### src/rtl/tmds_encoder.sv
// tmds_encoder: single-channel DVI/HDMI TMDS 8b/10b encoder.
// Stage 1 forms the transition-minimised word q_m plus its ones count.
// Stage 2 chooses the DC-balancing inversion and keeps the running disparity.
// Fixed two-cycle latency for both pixel data and control symbols.
// Optional feature macro: TMDS_DISPARITY_OUT_EN adds the signed 'disparity'
// output carrying the registered running disparity, aligned with tmds_out.
module tmds_encoder #(
  parameter logic [1:0] CTRL_RESET = 2'b00
) (
  input  logic       pixel_clk,
  input  logic       reset,
  input  logic [7:0] data_in,
  input  logic       c0,
  input  logic       c1,
  input  logic       de,
  output logic [9:0] tmds_out
`ifdef TMDS_DISPARITY_OUT_EN
  ,
  output logic signed [4:0] disparity
`endif
);

  // Number of ones in a byte.
  function automatic logic [3:0] popcount8(input logic [7:0] v);
    logic [3:0] n;
    n = 4'd0;
    for (int i = 0; i < 8; i++) begin
      n = n + {3'b000, v[i]};
    end
    return n;
  endfunction

  // Transition-minimising chain; bit 8 flags the XOR variant.
  function automatic logic [8:0] qm_encode(input logic [7:0] d, input logic use_xnor);
    logic [8:0] q;
    q    = 9'd0;
    q[0] = d[0];
    for (int i = 1; i < 8; i++) begin
      q[i] = use_xnor ? ~(q[i-1] ^ d[i]) : (q[i-1] ^ d[i]);
    end
    q[8] = ~use_xnor;
    return q;
  endfunction

  // Blanking-period control symbols.
  function automatic logic [9:0] ctrl_symbol(input logic [1:0] c);
    logic [9:0] s;
    case (c)
      2'b00:   s = 10'b1101010100;
      2'b01:   s = 10'b0010101011;
      2'b10:   s = 10'b0101010100;
      2'b11:   s = 10'b1010101011;
      default: s = 10'b1101010100;
    endcase
    return s;
  endfunction

  logic [3:0]        n1d_s;
  logic              use_xnor_s;
  logic [8:0]        q_m_s;

  logic [8:0]        q_m_r;
  logic [3:0]        n1q_r;
  logic              de_r;
  logic [1:0]        c_r;

  logic signed [4:0] n1q_s;
  logic signed [4:0] n0q_s;
  logic signed [4:0] diff_s;
  logic signed [4:0] two_q8_s;
  logic signed [4:0] two_nq8_s;
  logic [9:0]        sym_s;
  logic signed [4:0] cnt_nxt_s;

  logic [9:0]        tmds_out_r;
  logic signed [4:0] cnt_r;

  // Stage 1 combinational: choose XOR/XNOR chain from the byte's ones count.
  always_comb begin
    n1d_s      = popcount8(data_in);
    use_xnor_s = (n1d_s > 4'd4) || ((n1d_s == 4'd4) && (data_in[0] == 1'b0));
    q_m_s      = qm_encode(data_in, use_xnor_s);
  end

  // Stage 1 register: q_m, its ones count, and the aligned de/control bits.
  always_ff @(posedge pixel_clk or posedge reset) begin
    if (reset) begin
      q_m_r <= 9'd0;
      n1q_r <= 4'd0;
      de_r  <= 1'b0;
      c_r   <= CTRL_RESET;
    end else begin
      q_m_r <= q_m_s;
      n1q_r <= popcount8(q_m_s[7:0]);
      de_r  <= de;
      c_r   <= {c1, c0};
    end
  end

  // Stage 2 combinational: DC-balance decision and next running disparity.
  always_comb begin
    n1q_s     = {1'b0, n1q_r};
    n0q_s     = 5'sd8 - n1q_s;
    diff_s    = n1q_s - n0q_s;
    two_q8_s  = {3'b000, q_m_r[8], 1'b0};
    two_nq8_s = {3'b000, ~q_m_r[8], 1'b0};
    sym_s     = ctrl_symbol(c_r);
    cnt_nxt_s = 5'sd0;
    if (!de_r) begin
      // Blanking: control symbol, disparity restarts from zero.
      sym_s     = ctrl_symbol(c_r);
      cnt_nxt_s = 5'sd0;
    end else if ((cnt_r == 5'sd0) || (n1q_s == n0q_s)) begin
      sym_s     = {~q_m_r[8], q_m_r[8], (q_m_r[8] ? q_m_r[7:0] : ~q_m_r[7:0])};
      cnt_nxt_s = q_m_r[8] ? (cnt_r + diff_s) : (cnt_r - diff_s);
    end else if (((cnt_r > 5'sd0) && (n1q_s > n0q_s)) ||
                 ((cnt_r < 5'sd0) && (n0q_s > n1q_s))) begin
      sym_s     = {1'b1, q_m_r[8], ~q_m_r[7:0]};
      cnt_nxt_s = cnt_r + two_q8_s - diff_s;
    end else begin
      sym_s     = {1'b0, q_m_r[8], q_m_r[7:0]};
      cnt_nxt_s = cnt_r - two_nq8_s + diff_s;
    end
  end

  // Stage 2 register: output symbol and running disparity.
  always_ff @(posedge pixel_clk or posedge reset) begin
    if (reset) begin
      tmds_out_r <= ctrl_symbol(CTRL_RESET);
      cnt_r      <= 5'sd0;
    end else begin
      tmds_out_r <= sym_s;
      cnt_r      <= cnt_nxt_s;
    end
  end

  assign tmds_out = tmds_out_r;
`ifdef TMDS_DISPARITY_OUT_EN
  assign disparity = cnt_r;
`endif

endmodule

### config.mk
export PLATFORM = sky130hd
export DESIGN_NAME = tmds_encoder
export DESIGN_NICKNAME = d
export VERILOG_FILES = /design/src/rtl/tmds_encoder.sv
export SDC_FILE = /design/constraint.sdc
export NUM_CORES = 1
export LEC_CHECK = 0
export CAP_MARGIN = 20
export CORE_MARGIN = 2
export CORE_UTILIZATION = 55
export DETAILED_ROUTE_END_ITERATION = 8
export GPL_TIMING_DRIVEN = 0
export PLACE_DENSITY = 0.75
export SLEW_MARGIN = 20
export SYNTH_ARGS = -nofsm -noshare
export SYNTH_HDL_FRONTEND = slang
export SYNTH_SLANG_ARGS = --single-unit
### constraint.sdc
create_clock -name pixel_clk -period 3.7 [get_ports pixel_clk]
set_input_delay 0.555 -clock pixel_clk [delete_from_list [all_inputs] [get_ports pixel_clk]]
set_output_delay 0.555 -clock pixel_clk [all_outputs]
set_load 0.02 [all_outputs]
After elaboration in Yosys (flattened, before gate mapping):

Index checks and enable logic that the tools add are counted.

* register bits: 31
* output and inout bits: 10

* add/sub/neg operators: 22
* order comparisons: 5
* eq/ne operators: 5
* multiplexer cells: 16
* bitwise operators: 18
* reductions and logical operators: 8

Operator list (count)
* case mux 10 bit (4 select lines): 1
* adder 4 x 1 -> 4 bit: 8
* 2-to-1 mux 10 bit: 3
* 2-to-1 mux 5 bit: 4
* subtractor 5 bit: 3
* adder 5 bit: 2
* > comparator 5 bit: 2
* inverter 1 bit: 10
* adder 3 x 1 -> 4 bit: 2
* 2-to-1 mux 8 bit: 1
* inverter 8 bit: 1
* 2-to-1 mux 1 bit: 7
* XOR 1 bit: 7
* adder 2 x 1 -> 3 bit: 2
* adder 5 x 3 -> 5 bit: 1
* == test 5 bit: 1
* > comparator 5 x 1 -> 1 bit (second input constant): 1
* logical NOT 5 bit: 1
* less-than comparator 5 x 1 -> 1 bit (second input constant): 1
* subtractor 4 x 4 -> 5 bit (first input constant): 1
* subtractor 5 x 3 -> 5 bit: 1
* adder 1 x 1 -> 2 bit: 2
* == test 2 bit (second input constant): 2
* == test 4 x 3 -> 1 bit (second input constant): 1
* 5 further kinds: 9

Longest topological paths before layout:

Gate-level depths: netlist of the first run.

* depth in word-level cells: 30
* depth in mapped cells: 20

Least setup slack after synthesis of the first run:

Ideal clock, no wire load.

* path type: input -> register
* start: in data_in[0]
* end: reg n1q_r[2]
* setup time: 0.123 ns
* arrival time: 5.798 ns
* slack: -2.220 ns
* stages on the path: 20
* buffers on the path: 0
* path through: inv_1 > fa_1 > fa_1 > fa_1 > inv_1 > ha_1 > fa_1 > nor3_1 > o21ai_0 > a21oi_1 > xor2_1 > inv_1 > fa_1 > xor2_1 > ha_1 > fa_1 > ha_1 > inv_1 > fa_1 > xnor2_1

* cells in the longest elaborated chain, start to end: 30

RTL lines
* start: declaration: RTL line 12 `input logic [7:0] data_in,`
* parallel branches: the longest is 16 deep, another holds adder 3 x 1 -> 4 bit
* 2-to-1 mux 1 bit (*): RTL line 39 `q[i] = use_xnor ? ~(q[i-1] ^ d[i]) : (q[i-1] ^ d[i]);`
* net q_m_s[3]: RTL line 60 `logic [8:0] q_m_s;`
* parallel branches: the longest is 12 deep, another holds adder 3 x 1 -> 4 bit
* adder 4 x 1 -> 4 bit (*): RTL line 28 `n = n + {3'b000, v[i]};`
* end signal: assignment: RTL line 94 `n1q_r <= popcount8(q_m_s[7:0]);`
* end: declaration: RTL line 63 `logic [3:0] n1q_r;`

Mark *: on every way through the listed nets, which the timed path passes.

Final worst setup path of the first run:

* start: in data_in[1]
* end: reg n1q_r[1]

Same word-level chain as after synthesis.

==> results.md, run 1 <==
- Detail-routed net length per standard cell: 13.3 um
- Number of H-tree levels: 2
- Setup ws final: -1880 ps
- WS Path Type: input port to register
- First-pass GRT wire length: 7510 um
- Synth top cells by count: inv_1 (37), ha_1 (31), dfrtp_1 (26), xor2_1 (19)
- Crit end category: register
- Hold Crit Class: input port to register
- Cts bufs inserted: 5
- Arrival time at the worst endpoint: 5760 ps
- Async set-or-reset flop fraction in the synthesized netlist: 1.00
- # port buffers: 22
- Normalized max-slew margin: 0.502
- Crit Path Max Fanout: 3
- Max-cap viol count: 0
- CTS tree: done
- Total wire length: 4110 um
- Failing checks: negative setup slack
- Post-synth top area share: 0.272
- Initial Util: 0.585
- Final ANT Viol Nets: 0
- Placed instance count: 294
- Vias per cell: 5.01
- Ys Warns: 0
- GRT Util Overall: 0.192
- Reg clk slew, reported paths: 60 ps
- Starting DRT DRC Count: 82
- Initial antenna violation count: 0
- GPL Wtd Cong: 0.733
- Clk_lat worst skew: 280 ps
- Post-Syn Nets: 278
- Ranking of synthesized cells by area: dfrtp_1 (27%), ha_1 (16%), fa_1 (10%), xor2_1 (7.0%), inv_1 (5.8%)
- RSZ-0062 raised after global routing: yes
- Final Slew Violations: 0
- Die H: 70.0 um
- Die area: 4890 um2
- N_diodes: 0
- Min Clock Period, post-route: 5580 ps
- Layout overhead on the synthesized area: 21.6%
- Most used flip-flop cell after synthesis: dfrtp_1
- Die Wd: 70.0 um
- Vias after detailed routing: 1,548
- # DRC: 0
- Worst clock skew: 4.47 ps
- Period utilization: 1.51
- Nets@finish: 314
- Util after Layout: 0.712
- Mapped Cells: 222
- Slew @ Worst Pin: 747 ps
- Core area: 4090 um2
- Share of cells above drive strength 1: 0.193
- Mapped cell area: 2390 um2
- CTS max path bufs: 2
- Avg Cell Area, Syn: 10.8 um2
- Cell Count, Final, Fillers Out: 309
- CTS sink cnt: 31
- Final setup fails: 5
- Worst path required time: 3880 ps
- Yosys cell types: 36
- Post-synth EDFFs: 0
- Post-synthesis sequential area ratio: 0.327
- Hpwl dp: 3240 um
- Most frequent cell after synthesis: inv_1
- CP Launch Type: input port
- Synth area leader: dfrtp_1
- Final TNS setup: -6820 ps
- Flops & latches, synth: 31
- Grt total ovfl: 0
- Vias in the first global route: 1,622
- Clock root cell: clkbuf_8
- Num rows: 23
- Highest clock rate: 179 MHz
- Final hold viol count: 0
- I/O pins: 23
- DRT Pass-1 Iters: 4
- Status: complete, but fails checks
- Largest net degree at the start of global routing: 32
## metal layers
layer | up-vias | wire length [um] | global-route usage
met3 | 4 | 134 | 0.0447
li1 | 787 | - | -
met5 | - | 0 | 0
met2 | 24 | 2050 | 0.312
met1 | 733 | 1880 | 0.262
met4 | 0 | 38 | 0.0449
## cell families (layout without fill, tap and decap cells)
group                    count (synthesis)  count (layout)  share of synthesized area
adder cells (fa/ha/maj)                 43              43                      0.263
AO/OA/AOI/OAI                           40              40                      0.120
buffers and inverters                   40              77                     0.0628
XOR/XNOR                                36              36                      0.141
flip-flops                              31              31                      0.327
AND/OR/NAND/NOR                         25              25                     0.0549
multiplexers                             7               7                     0.0314
## state kept, by name (all words and copies together) (netlist names)
signal    flops
q_m_r         9
tmds_out     10
de_r          1
c_r           2
n1q_r         4
cnt_r         5
## layout make-up
type                       instances  area [um2]
sequential                        31         783
multi-input combinational        151        1540
buffer                             2        7.51
timing repair buffer              29         284
tap                               50        62.6
inverter                          38         148
clock buffer                       8        80.1
fill                             300        1180
## worst max-delay path, stage by stage
cell	delay, ps
buf_8	80
inv_4	30
fa_1	550
fa_1	430
fa_1	490
inv_1	50
ha_2	170
fa_1	440
nor3_2	150
o21ai_1	90
a21oi_2	230
xor2_1	220
inv_1	80
fa_1	470
xor2_1	180
ha_1	300
fa_1	530
ha_4	140
inv_2	30
fa_2	500
inv_1	30
## through the flow
step	setup slack, ps	cell area, um2	hold WS [ps]
3_5_place_dp	-2890	2680	475
3_3_place_gp	-2840	2680	480
6_report	-1880	2910	385
2_1_floorplan	-2040	2400	451
5_1_grt	-2130	2910	375
4_1_cts	-2190	2830	375
## worst paths after layout
check | start | to | slack [ps] | cells past startpoint
min | data_in[0] | q_m_r[0] | 390 | 1
min in group asynchronous | reset | n1q_r[2] | 680 | 2
max in group asynchronous | reset | n1q_r[0] | 2580 | 2
min reg2reg | cnt_r[0] | cnt_r[0] | 490 | 1
max reg2reg | n1q_r[0] | cnt_r[4] | 350 | 15
max | data_in[1] | n1q_r[1] | -1880 | 21
## layout by cell type (no fill, tap or decap), types with 3 or more instances in the layout
master,n
inv_1,31
ha_1,28
dfrtp_1,25
clkdlybuf4s50_1,19
xor2_1,16
xnor2_1,13
a21oi_1,13
a21o_1,11
fa_1,11
nor2_1,7
buf_4,7
inv_2,5
clkbuf_1,5
mux2i_1,5
clkbuf_8,5
dfstp_2,5
xor2_2,4
nand2_1,4
nor3_1,3
o21ai_0,3
## repair_timing
item | in CTS | in global routing
hold buffers | 0 | 0
gates resized for setup | 27 | 13
buffers inserted | 6 | 3
setup endpoints to repair | 9 | 8
pin swaps | 11 | 12
Power of run 1 is left out: the tool's default activity adds up to more than one toggle a clock period on the data nets, which glitch-free logic cannot reach.
==> inputs of run 2 (changes only) <==
--- a/config.mk
+++ b/config.mk
@@ -7,10 +7,10 @@
 export LEC_CHECK = 0
 export CAP_MARGIN = 20
 export CORE_MARGIN = 2
-export CORE_UTILIZATION = 55
+export CORE_UTILIZATION = 52
 export DETAILED_ROUTE_END_ITERATION = 8
 export GPL_TIMING_DRIVEN = 0
-export PLACE_DENSITY = 0.75
+export PLACE_DENSITY = 0.74
 export SLEW_MARGIN = 20
 export SYNTH_ARGS = -nofsm -noshare
 export SYNTH_HDL_FRONTEND = slang
==> constraint.sdc (replaced) <==
create_clock -name pixel_clk -period 4.9 [get_ports pixel_clk]
set_input_delay 0.735 -clock pixel_clk [delete_from_list [all_inputs] [get_ports pixel_clk]]
set_output_delay 0.735 -clock pixel_clk [all_outputs]
set_load 0.02 [all_outputs]
==> run 2 against run 1 <==
  * The flow still finishes with violations (negative setup slack)
  * Flip-flop and latch count unchanged
  * Cell area rose by 0.90%
  * Sequential share of layout area down 0.28 points
  * Via count up 1.6%
  * Die area up 5.4%
  * Non-clock buffer count decreased by 1
  * Global-route usage down 1.2 points
  * Critical endpoint unchanged
==> results.md, run 2 (synthesis results as in run 1) <==
- Total wire length: 4130 um (+0.44%)
- Vias per cell: 5.07 (+1.2%)
- Highest clock rate: 172 MHz
- Cts bufs inserted: 5 (unchanged)
- R2R setup slack: 1300 ps (+950 ps)
- Initial antenna violation count: 0 (unchanged)
- Max-cap viol count: 0 (unchanged)
- Most common cell after layout, fill and taps aside: inv_1
- Slew @ Worst Pin: 765 ps (+17.2 ps)
- Die Wd: 71.8 um (+2.7%)
- CTS tree: done
- Worst path required time: 5070 ps (+1190 ps)
- Max reg flops: 10 (unchanged)
- Core area: 4380 um2 (+7.3%)
- GRT Util Overall: 0.180 (-0.0121)
- Hpwl dp: 3230 um (-0.51%)
- RSZ-0062 raised after global routing: yes
- Period utilization: 1.18
- Status: complete, but fails checks
- Num rows: 24 (+4.3%)
- Fillers: 352 (+17%)
- Failing checks: negative setup slack
- Clock root cell: clkbuf_8
- Hold Crit Class: register to register
- Min Clock Period, post-route: 5800 ps
- Register area: 782 um2 (-0.16%)
- Design area: 2940 um2 (+0.90%)
- Layout overhead on the synthesized area: 22.7%
- Largest net degree at the start of global routing: 32 (unchanged)
- # DRC: 0 (unchanged)
- Share of cells above drive strength 1: 0.182 (-0.0109)
- Final setup fails: 4 (-1)
- DRT Pass-1 Iters: 4 (unchanged)
- Final hold viol count: 0 (unchanged)
- Final ANT Viol Nets: 0 (unchanged)
- Die area: 5160 um2 (+5.4%)
- Worst clock skew: 6.22 ps (+1.75 ps)
- Number of H-tree levels: 2 (unchanged)
- Hold Crit Start: cnt_r[0]
- Reg clk slew, reported paths: 70 ps (about the same)
- Starting DRT DRC Count: 76 (-7.3%)
- Hold Path Depth: 1 (unchanged)
- Reg2Reg Depth: 15 (unchanged)
- Nets@finish: 313 (-0.32%)
- # port buffers: 22 (unchanged)
- Vias in the first global route: 1,632 (+0.62%)
- Commonest non-fill, non-tap cells in the layout: inv_1 (32), ha_1 (29), dfrtp_1 (26)
- CTS hold repair buffers: 0 (unchanged)
- CTS sink cnt: 31 (unchanged)
- Reg2reg end: cnt_r[4]
- WS Path Type: input port to register
- Placed inst area: 2690 um2 (about the same)
- WHS Endpoint: cnt_r[0]
- I/O pins: 23 (unchanged)
- Final Slew Violations: 0 (unchanged)
- Setup ws final: -898 ps (+984 ps)
- Clk_lat worst skew: 280 ps (about the same)
- Vias after detailed routing: 1,572 (+1.6%)
- GPL Wtd Cong: 0.832 (+13%)
- Worst r2r src: n1q_r[0]
- CTS max path bufs: 2 (unchanged)
- CP Launch Type: input port
- Crit Path Max Fanout: 3 (unchanged)
- Crit end category: register
- Detail-routed net length per standard cell: 13.3 um (+0.11%)
- Initial Util: 0.546 (-0.0398)
- Die H: 71.8 um (+2.7%)
- First-pass GRT wire length: 7210 um (-4.0%)
- Area occupied by multi-input gates: 1530 um2 (-0.65%)
- N_diodes: 0 (unchanged)
- Arrival time at the worst endpoint: 5970 ps (+210 ps)
- Util after Layout: 0.670 (-0.0424)
- Normalized max-slew margin: 0.490 (-0.0115)
- Grt total ovfl: 0 (unchanged)
==> run 2: cell count changes in the layout (fill, tap and decap cells not counted), sizes merged <==
cell / change
clkinv: +1
buf: -1
clkbuf: -2
bufinv: +1
==> run 2: area by class of cell <==
type,count,area share
multi-input combinational,151,0.523
sequential,31,0.266
timing repair buffer,28,0.0942
inverter,38,0.0520
clock buffer,6,0.0281
tap,52,0.0222
clock inverter,2,0.0119
buffer,2,0.00256
==> run 2: metrics by stage <==
step           hold slack (ps)  setup slack [ps]  instances  setup TNS (ps)
6_report                   509              -898        310           -2610
5_1_grt                    533             -1070        310           -3340
4_1_cts                    506             -1190        309           -3760
3_5_place_dp               490             -1980        296           -7040
3_3_place_gp               486             -1870        296           -6640
2_1_floorplan              451             -1020        222           -3250
==> run 2: worst max-delay path, stage by stage <==
cell     delay, ps
buf_8           80
inv_4           30
fa_1           560
fa_1           440
fa_1           500
inv_1           40
ha_2           170
fa_1           470
nor3_4         170
o21ai_2         90
a21oi_4        210
xnor2_2        140
inv_1           80
fa_1           480
xor2_1         180
ha_1           320
fa_2           550
ha_4           140
inv_2           40
fa_2           510
inv_1           40
==> run 2: timing repair <==
item | 4_1_cts | 5_1_grt
gates resized for setup | 32 | 6
pin swaps | 11 | 12
setup endpoints to repair | 4 | 4
buffers inserted | 5 | 1
==> run 2: how the worst max path moves through the flow <==
stage / from / endpoint
6_report: data_in[1] / n1q_r[1]
5_1_grt: data_in[1] / n1q_r[1]
4_1_cts: data_in[0] / n1q_r[1]
3_5_place_dp: data_in[0] / n1q_r[2]
3_3_place_gp: data_in[0] / n1q_r[2]
2_1_floorplan: data_in[0] / n1q_r[2]
==> run 2: metal layers <==
layer,routed length (um),global-route usage,vias to the layer above
li1,-,-,782
met1,1830,0.231,763
met2,2150,0.314,19
met3,86,0.0267,8
met4,66,0.0566,0
met5,0,0,-
Power of run 2 is left out for the same reason.
